### src/rtl/image_write_queue_if.sv
// Pixel-write request side and VGA-facing word bus of the image write queue.
// The queue itself is the slave; the producer (CPU side) is the master.
interface image_write_queue_if;
   logic        wr_valid;
   logic        wr_ready;
   logic [14:0] wr_addr;
   logic [7:0]  wr_color;
   logic        fill_start;
   logic [7:0]  fill_color;
   logic        busy;
   logic        overflow;
   logic [31:0] image_word;
   logic        io_device_id;

   modport master (
      output wr_valid, wr_addr, wr_color, fill_start, fill_color,
      input  wr_ready, busy, overflow, image_word, io_device_id
   );

   modport slave (
      input  wr_valid, wr_addr, wr_color, fill_start, fill_color,
      output wr_ready, busy, overflow, image_word, io_device_id
   );
endinterface

### src/rtl/image_write_queue.sv
// Buffers pixel writes and serialises them onto the VGA image_word bus with
// setup / strobe / release phases, plus a hardware screen-fill command.
module image_write_queue #(
   parameter int unsigned FIFO_DEPTH     = 16,
   parameter int unsigned SETUP_CYCLES   = 4,
   parameter int unsigned HOLD_CYCLES    = 8,
   parameter int unsigned RELEASE_CYCLES = 4,
   parameter int unsigned FILL_WORDS     = 16384
) (
   input logic                clock,
   input logic                reset,
   image_write_queue_if.slave bus
);

   localparam int unsigned AW       = $clog2(FIFO_DEPTH);
   localparam logic [AW:0] PtrOne   = {{AW{1'b0}}, 1'b1};
   localparam logic [14:0] FillLast = 15'(FILL_WORDS - 1);

   typedef enum logic [1:0] {StIdle, StSetup, StWrite, StRelease} state_e;

   state_e      state_q, state_d;
   logic [15:0] cnt_q, cnt_d;
   logic [14:0] addr_q, addr_d;
   logic [7:0]  data_q, data_d;

   logic [AW:0] wptr_q, rptr_q;
   logic [14:0] mem_addr  [FIFO_DEPTH];
   logic [7:0]  mem_color [FIFO_DEPTH];
   logic        overflow_q;

   logic        fill_pending_q, fill_pending_d;
   logic        fill_active_q, fill_active_d;
   logic        fill_last_q, fill_last_d;
   logic [7:0]  fill_color_q, fill_color_d;
   logic [14:0] fill_addr_q, fill_addr_d;

   logic full, empty, ready, push, pop;
   logic try_load, use_fill;
   logic wen, io_idle;

   // Full is a function of registered pointers only, so a same-cycle pop never frees a slot.
   assign empty = (wptr_q == rptr_q);
   assign full  = (wptr_q[AW] != rptr_q[AW]) && (wptr_q[AW-1:0] == rptr_q[AW-1:0]);
   assign ready = !full && !fill_active_q && !fill_pending_q;
   assign push  = bus.wr_valid && ready;

   always_ff @(posedge clock or negedge reset) begin
      if (!reset) begin
         wptr_q     <= '0;
         rptr_q     <= '0;
         overflow_q <= 1'b0;
      end else begin
         if (push) wptr_q <= wptr_q + PtrOne;
         if (pop) rptr_q <= rptr_q + PtrOne;
         if (bus.wr_valid && !ready) overflow_q <= 1'b1;
      end
   end

   always_ff @(posedge clock) begin
      if (push) begin
         mem_addr[wptr_q[AW-1:0]]  <= bus.wr_addr;
         mem_color[wptr_q[AW-1:0]] <= bus.wr_color;
      end
   end

   always_ff @(posedge clock or negedge reset) begin
      if (!reset) begin
         state_q <= StIdle;
         cnt_q   <= '0;
      end else begin
         state_q <= state_d;
         cnt_q   <= cnt_d;
      end
   end

   always_ff @(posedge clock or negedge reset) begin
      if (!reset) begin
         addr_q         <= '0;
         data_q         <= '0;
         fill_pending_q <= 1'b0;
         fill_active_q  <= 1'b0;
         fill_last_q    <= 1'b0;
         fill_color_q   <= '0;
         fill_addr_q    <= '0;
      end else begin
         addr_q         <= addr_d;
         data_q         <= data_d;
         fill_pending_q <= fill_pending_d;
         fill_active_q  <= fill_active_d;
         fill_last_q    <= fill_last_d;
         fill_color_q   <= fill_color_d;
         fill_addr_q    <= fill_addr_d;
      end
   end

   always_comb begin
      state_d        = state_q;
      cnt_d          = cnt_q;
      addr_d         = addr_q;
      data_d         = data_q;
      fill_pending_d = fill_pending_q;
      fill_active_d  = fill_active_q;
      fill_last_d    = fill_last_q;
      fill_color_d   = fill_color_q;
      fill_addr_d    = fill_addr_q;
      pop            = 1'b0;
      try_load       = 1'b0;
      use_fill       = 1'b0;

      if (bus.fill_start && !fill_pending_q && !fill_active_q) begin
         fill_pending_d = 1'b1;
         fill_color_d   = bus.fill_color;
      end

      unique case (state_q)
         StIdle: try_load = 1'b1;
         StSetup: begin
            if (cnt_q == '0) begin
               state_d = StWrite;
               cnt_d   = 16'(HOLD_CYCLES - 1);
            end else begin
               cnt_d = cnt_q - 16'd1;
            end
         end
         StWrite: begin
            if (cnt_q == '0) begin
               state_d = StRelease;
               cnt_d   = 16'(RELEASE_CYCLES - 1);
            end else begin
               cnt_d = cnt_q - 16'd1;
            end
         end
         StRelease: begin
            if (cnt_q != '0) begin
               cnt_d = cnt_q - 16'd1;
            end else if (fill_last_q) begin
               fill_active_d = 1'b0;
               fill_last_d   = 1'b0;
               fill_addr_d   = '0;
               state_d       = StIdle;
            end else begin
               try_load = 1'b1;
            end
         end
      endcase

      // A pending fill only starts from IDLE with an empty FIFO, so queued writes drain first.
      if (try_load) begin
         use_fill = fill_active_q || ((state_q == StIdle) && empty && fill_pending_q);
         state_d  = StSetup;
         cnt_d    = 16'(SETUP_CYCLES - 1);
         if (use_fill) begin
            fill_pending_d = 1'b0;
            fill_active_d  = 1'b1;
            addr_d         = fill_addr_q;
            data_d         = fill_color_q;
            fill_last_d    = (fill_addr_q == FillLast);
            if (fill_addr_q != FillLast) fill_addr_d = fill_addr_q + 15'd1;
         end else if (!empty) begin
            pop    = 1'b1;
            addr_d = mem_addr[rptr_q[AW-1:0]];
            data_d = mem_color[rptr_q[AW-1:0]];
         end else begin
            state_d = StIdle;
            cnt_d   = cnt_q;
         end
      end
   end

   always_comb begin
      wen     = 1'b0;
      io_idle = 1'b0;
      unique case (state_q)
         StIdle:    io_idle = 1'b1;
         StSetup:   wen = 1'b0;
         StWrite:   wen = 1'b1;
         StRelease: wen = 1'b0;
      endcase
   end

   assign bus.wr_ready     = ready;
   assign bus.overflow     = overflow_q;
   assign bus.busy         = (state_q != StIdle) || !empty || fill_pending_q || fill_active_q;
   assign bus.image_word   = {8'h00, wen, data_q, addr_q};
   assign bus.io_device_id = io_idle;

endmodule

### src/flat_wrapper.sv
// flat-port wrapper written by rule: the top's interface ports become plain ports
module image_write_queue_flat 
#(
   parameter int unsigned FIFO_DEPTH     = 16,
   parameter int unsigned SETUP_CYCLES   = 4,
   parameter int unsigned HOLD_CYCLES    = 8,
   parameter int unsigned RELEASE_CYCLES = 4,
   parameter int unsigned FILL_WORDS     = 16384
)
  (clock, reset, bus_wr_valid, bus_wr_addr, bus_wr_color, bus_fill_start, bus_fill_color, bus_wr_ready, bus_busy, bus_overflow, bus_image_word, bus_io_device_id);
  image_write_queue_if bus_i ();
  input logic clock;
  input logic reset;
  input wire logic [$bits(bus_i.wr_valid)-1:0] bus_wr_valid;
  input wire logic [$bits(bus_i.wr_addr)-1:0] bus_wr_addr;
  input wire logic [$bits(bus_i.wr_color)-1:0] bus_wr_color;
  input wire logic [$bits(bus_i.fill_start)-1:0] bus_fill_start;
  input wire logic [$bits(bus_i.fill_color)-1:0] bus_fill_color;
  output wire logic [$bits(bus_i.wr_ready)-1:0] bus_wr_ready;
  output wire logic [$bits(bus_i.busy)-1:0] bus_busy;
  output wire logic [$bits(bus_i.overflow)-1:0] bus_overflow;
  output wire logic [$bits(bus_i.image_word)-1:0] bus_image_word;
  output wire logic [$bits(bus_i.io_device_id)-1:0] bus_io_device_id;
  assign bus_i.wr_valid = bus_wr_valid;
  assign bus_i.wr_addr = bus_wr_addr;
  assign bus_i.wr_color = bus_wr_color;
  assign bus_i.fill_start = bus_fill_start;
  assign bus_i.fill_color = bus_fill_color;
  assign bus_wr_ready = bus_i.wr_ready;
  assign bus_busy = bus_i.busy;
  assign bus_overflow = bus_i.overflow;
  assign bus_image_word = bus_i.image_word;
  assign bus_io_device_id = bus_i.io_device_id;
  image_write_queue #(.FIFO_DEPTH(FIFO_DEPTH), .SETUP_CYCLES(SETUP_CYCLES), .HOLD_CYCLES(HOLD_CYCLES), .RELEASE_CYCLES(RELEASE_CYCLES), .FILL_WORDS(FILL_WORDS)) u_core (.clock(clock), .reset(reset), .bus(bus_i));
endmodule
### config.mk
export PLATFORM = sky130hd
export DESIGN_NAME = image_write_queue_flat
export DESIGN_NICKNAME = d
export VERILOG_FILES = /design/src/rtl/image_write_queue_if.sv /design/src/rtl/image_write_queue.sv /design/src/flat_wrapper.sv
export SDC_FILE = /design/constraint.sdc
export NUM_CORES = 1
export LEC_CHECK = 0
export ABC_AREA = 1
export CORE_ASPECT_RATIO = 0.5
export CORE_MARGIN = 3
export CORE_UTILIZATION = 55
export CTS_BUF_LIST = sky130_fd_sc_hd__clkbuf_4 sky130_fd_sc_hd__clkbuf_8 sky130_fd_sc_hd__clkbuf_16
export DETAILED_ROUTE_END_ITERATION = 16
export GPL_ROUTABILITY_DRIVEN = 1
export PLACE_DENSITY_LB_ADDON = 0.25
export SYNTH_ARGS = -nofsm -noshare
export SYNTH_HDL_FRONTEND = slang
export SYNTH_SLANG_ARGS = --single-unit
export TNS_END_PERCENT = 100
### constraint.sdc
create_clock -name clock -period 2.55 [get_ports clock]
set_clock_uncertainty 0.15 [all_clocks]
set_input_delay 0.255 -clock clock [delete_from_list [all_inputs] [get_ports clock]]
set_output_delay 0.255 -clock clock [all_outputs]
set_load 0.02 [all_outputs]
# Word level (Yosys, flattened, before mapping)

Memories as Yosys holds them, arrays and structs flattened.
Index checks and enable logic that the tools add are counted.

Word-level logic and storage cells: 106
Memories kept: 2
ROM bits: 0
Input bits: 35
Register bits: 78
Output and inout bits: 36
Memory bits (writable): 368
Bits in latches: 0

Equal/unequal tests: 15
Add/sub/neg operators: 4
Reduce and logical (&&, ||, !) cells: 26
Shifts and indexed selects: 0
Muxes and demuxes: 47
Multipliers: 0
Bitwise operators: 0
$lt $le $gt $ge: 0
Divide/modulo/power cells: 0

Memory list:

| name             | depth | width | rd ports | clocked after Yosys merged registers in | write ports | RTL line                | source |
|---|---|---|---|---|---|---|---|
| u_core.mem_addr  | 16    | 15    | 1        | 0                                       | 1           | image_write_queue.sv:27 | `logic [14:0] mem_addr [FIFO_DEPTH];` |
| u_core.mem_color | 16    | 8     | 1        | 0                                       | 1           | image_write_queue.sv:28 | `logic [7:0] mem_color [FIFO_DEPTH];` |

Operators with widths:

| cell                                                     | count |
|---|---|
| two-way mux 15 bit                                       | 8 |
| two-way mux 16 bit                                       | 6 |
| one-hot mux 16 bit (3 select lines)                      | 1 |
| two-way mux 1 bit                                        | 22 |
| logical NOT 16 bit                                       | 1 |
| two-way mux 8 bit                                        | 2 |
| nonzero test 16 bit                                      | 1 |
| subtractor 16 x 1 -> 16 bit (second input constant)      | 1 |
| adder 15 x 1 -> 15 bit (second input constant)           | 1 |
| == test 15 x 14 -> 1 bit (second input constant)         | 1 |
| inequality test 15 x 14 -> 1 bit (second input constant) | 1 |
| two-way mux 2 bit                                        | 6 |
| inequality test 3 x 1 -> 1 bit (second input constant)   | 4 |
| adder 5 x 1 -> 5 bit (second input constant)             | 2 |
| logical AND 1 bit                                        | 9 |
| one-hot mux 2 bit (3 select lines)                       | 1 |
| == test 5 bit                                            | 1 |
| logical NOT 1 bit                                        | 5 |
| AND reduction 5 bit                                      | 1 |
| == test 2 bit (second input constant)                    | 2 |
| == test 4 bit                                            | 1 |
| logical OR 1 bit                                         | 4 |
| nonzero test 4 bit                                       | 1 |
| inequality test 3 x 2 -> 1 bit (second input constant)   | 1 |
| 9 further kinds                                          | 9 |

# Longest topological paths before layout

Depth in word-level cells: 8
Depth in mapped cells: 16
Gate-level depth less buffers: 13

# Least setup slack after synthesis

Ideal clock, no wire load.

Kind: reg2reg
Start point: register u_core.rptr_q[0]
End point: memory u_core.mem_addr[0][0] (enable)
Buffers on the path: 2
Library setup time: 0.403 ns
Data arrival time: 2.273 ns
Path slack: -0.276 ns
Cell stages (with the launch flop): 12
Path through: dfrtp_1 > buf_6 > inv_4 > buf_6 > nand2_1 > nand2_1 > nor2_2 > nand3_1 > nand2_1 > nor2_4 > nand2_1 > nor2_1

Longest elaborated chain between the ends: 8

Ends and longest elaborated chain:

| what                                    | RTL line                | source |
|---|---|---|
| from (decl)                             | image_write_queue.sv:26 | `logic [AW:0] wptr_q, rptr_q;` |
| from (signal assigned)                  | image_write_queue.sv:54 | `if (pop) rptr_q <= rptr_q + PtrOne;` |
| == test 4 bit                           | image_write_queue.sv:43 | `assign full = (wptr_q[AW] != rptr_q[AW]) && (wptr_q[AW-1:0] == rptr_q[AW-1:0]);` |
| logical AND 1 bit                       | image_write_queue.sv:43 |  |
| logical NOT 1 bit                       | image_write_queue.sv:44 | `assign ready = !full && !fill_active_q && !fill_pending_q;` |
| logical AND 1 bit (2 in a row)          | image_write_queue.sv:44 |  |
| logical AND 1 bit                       | image_write_queue.sv:45 | `assign push = bus.wr_valid && ready;` |
| two-way mux 1 bit                       | image_write_queue.sv:60 | `if (push) begin` |
| two-way mux 1 bit (not written as such) | image_write_queue.sv:61 | `mem_addr[wptr_q[AW-1:0]] <= bus.wr_addr;` |
| to (decl)                               | image_write_queue.sv:27 |  |

Every way passes these cells.

# Worst setup path after layout

Start point: register u_core.state_q[0]
End point: output port bus_io_device_id

Longest elaborated chain between the ends: 2

Ends and longest elaborated chain:

| what                   | RTL line                 | source |
|---|---|---|
| from (decl)            | image_write_queue.sv:21  | `state_e state_q, state_d;` |
| from (signal assigned) | image_write_queue.sv:68  | `state_q <= StIdle;` |
| from (signal assigned) | image_write_queue.sv:71  | `state_q <= state_d;` |
| logical NOT 2 bit      | image_write_queue.sv:173 | `unique case (state_q)` |
| two-way mux 1 bit      | image_write_queue.sv:173 |  |
| to (decl)              | flat_wrapper.sv:23       | `output wire logic [$bits(bus_i.io_device_id)-1:0] bus_io_device_id;` |

Every way passes these cells.

==> results.md <==
- Syn-to-layout area delta: 13.92%
- Setup TNS: 0 ps
- PwrDens: 636.5 nW/um2
- Fill count: 2,693
- Core Box Area: 34,770 um2
- Final RePlAce weighted congestion: 0.8859
- Placement-stage cell area: 20,950 um2
- Clock slew at reported path FFs: 70 ps
- DRC errors left: 0
- Maximum number of pins on one net before global-route repair: 100
- Netlist cell types: 39
- R2R setup slack: 190 ps
- Slowest-stage cell, CP: clkdlybuf4s50_1
- Post-synth top area cell: edfxtp_1
- Leakage power: 8.710 nW
- Fin crit share: 0.9593
- Crit end category: output port
- Unrepaired setup endpoints after global routing: no
- Ys flop type: edfxtp_1
- Standard-cell rows: 48
- Overall routing resource usage: 0.2527
- Outcome: finished clean
- Via count: 13.68k
- WP data required: 2140 ps
- Diode count: 0
- Seq/Total Area, Yosys: 0.6651
- Post-layout min period: 2446 ps
- Reg-to-Reg End: u_core.addr_q[2]
- Fin. max-slew vios: 0
- Initial Util: 0.5622
- Vias in the first global route: 12.67k
- Crit path largest cell delay: 660 ps
- Root Driver: clkbuf_16
- Maxcap violations: 0
- Post-Layout Inst Area: 22,270 um2
- Die Width: 272.6 um
- Mapped cell area: 19,550 um2
- Mapped Cells: 1,868
- Relative slew slack: 0.4410
- Final Hold Fails: 0
- Post-synth EDFFs: 368
- Post-CTS Setup Inserts: 0
- Synth Register Bits: 446
- Ys Warns: 0
- Yosys top cell area share: 0.5653
- Synth top area cells: edfxtp_1 57%, dfrtp_1 10%, nand2_1 8.4%
- Clk_lat worst skew: 570 ps
- CTS tree: yes
- Post-DRT Antenna Nets: 0
- Crit path launch type: flip-flop
- Mean Syn Cell Area: 10.47 um2
- Drt pass-1 iters: 5
- WL final: 47,820 um
- First-pass GRT wire length: 74,380 um
- IO Port Bufs: 62
- Clock buffer depth: 3
- I/O pin count: 71
- Worst R2R Start: u_core.rptr_q[0]
- H-tree Lvls: 2
- Critical Path AT: 2040 ps
- Via-per-instance ratio: 5.596
- Worst min path class: in -> async
- DR WL/cell: 19.57 um
- Starting DRT DRC Count: 1,762
- Number of buffers created by CTS: 40
- Worst Max-Slew Pin Slew: 837.6 ps
- Fin util: 0.6404
- GR Overflow Total: 0
- Critical path class: reg -> out
- VDD IR max: 0.3969 mV
- Die height: 139.3 um
- Initial antenna violation count: 0
- Die ar.: 37,980 um2
- Final setup fails: 0
- R2r worst-path depth: 13
- Achievable clock frequency: 408.8 MHz
- Post-synth ARST share: 0.1749
- CP Cell Sequence: inv_1 > ha_1 > clkdlybuf4s50_1
- Share of layout cells above drive strength 1: 0.09345
- Hpwl dp: 29,440 um
- # clock sinks: 446
- Nets: 1,983
- Crit path max fanout: 5
-- power breakdown --
part	total (mW)	internal [mW]	switching, mW
logic	0.191	0.0527	0.138
clock network	6.09	3.39	2.71
registers	7.89	7.89	0.00287
-- registers in the layout (all words and copies together), names as in the netlist, 2 cells and up --
name	count
u_core.data_q	8
u_core.addr_q	15
u_core.cnt_q	16
u_core.state_q	2
u_core.rptr_q	5
u_core.fill_color_q	8
u_core.fill_addr_q	15
u_core.mem_color	128
u_core.mem_addr	240
u_core.wptr_q	5
-- final cells by class --
type	instances	area, um2	share of cell area
clock buffers	49	1086	0.04877
clock inverters	25	230.2	0.01034
inverters	98	370.4	0.01663
multi-input cells	1230	5717	0.2567
flip-flops and latches	446	13020	0.5844
well taps	475	594.3	0.02669
repair buffers	121	1257	0.05646
-- kinds of logic after synthesis --
family	Yosys count	share of synthesized area
AOI/OAI and AO/OA	295	0.08289
adders and majority gates	11	0.007040
muxes	8	0.004608
other	1	0.0001918
buffers and inverters	199	0.04608
xor gates and xnor gates	28	0.01255
DFF	446	0.6651
and+or+nand+nor	880	0.1815
-- how the worst max path moves through the flow --
stage	start	end	slack [ps]	depth (start not counted)
finish	u_core.state_q[0]	bus_io_device_id	100	3
global route	u_core.rptr_q[4]	bus_wr_ready	10	5
global placement	u_core.cnt_q[0]	u_core.data_q[7]	240	10
floorplan	u_core.rptr_q[0]	u_core.mem_addr[0][0]	-280	11
detailed placement	u_core.cnt_q[0]	u_core.data_q[7]	230	10
CTS	u_core.wptr_q[2]	bus_busy	20	8
-- cells in the mapped netlist, types with 22 or more instances --
master	count
buf_2	22
clkbuf_1	46
dfrtp_1	78
edfxtp_1	368
inv_1	93
nand2_1	435
nand3_1	66
nor2_1	331
o211ai_1	46
o21ai_0	204
o21ai_1	34
xor2_1	25
-- routing by layer --
metal	global-route usage	vias to the layer above	routed length (um)
met5	0	-	0
met3	0.03980	59	4143
met2	0.3736	633	21270
met4	0.05637	0	772
li1	-	6435	-
met1	0.3964	6550	21640
-- cells in the final DEF, fill, tap and decap left out, types with 41 or more instances in the layout --
cell             Yosys  layout
nand2_1            435     435
edfxtp_1           368     368
nor2_1             331     315
o21ai_0            204     204
inv_1               93      93
dfrtp_1             78      72
nand3_1             66      66
clkdlybuf4s50_1      0      59
o211ai_1            46      46
buf_4               19      43
clkbuf_16            0      41
-- per-stage QoR --
step	hold slack [ps]	total power, mW	setup slack, ps	instances
5_1_grt	103.3	14.58	12.35	2444
4_1_cts	70.79	14.26	19.19	2444
2_1_floorplan	-190.6	8.074	-275.8	1875
3_3_place_gp	109.4	8.235	244.1	2369
3_5_place_dp	116.3	8.238	225.0	2369
6_report	75.27	14.18	103.7	2444
-- timing repair --
item,4_1_cts,5_1_grt
hold buffers,1,0
gates resized for setup,4,4
endpoints found under the hold margin,64,0
setup endpoints to repair,2,2
-- critical path: cells and delay by family (launching register included) --
family                     cells  cell delay (ps)
adders and majority gates      1              300
buffers and inverters          2              770
DFF                            1              420
Power figures use the tool's default switching activity.
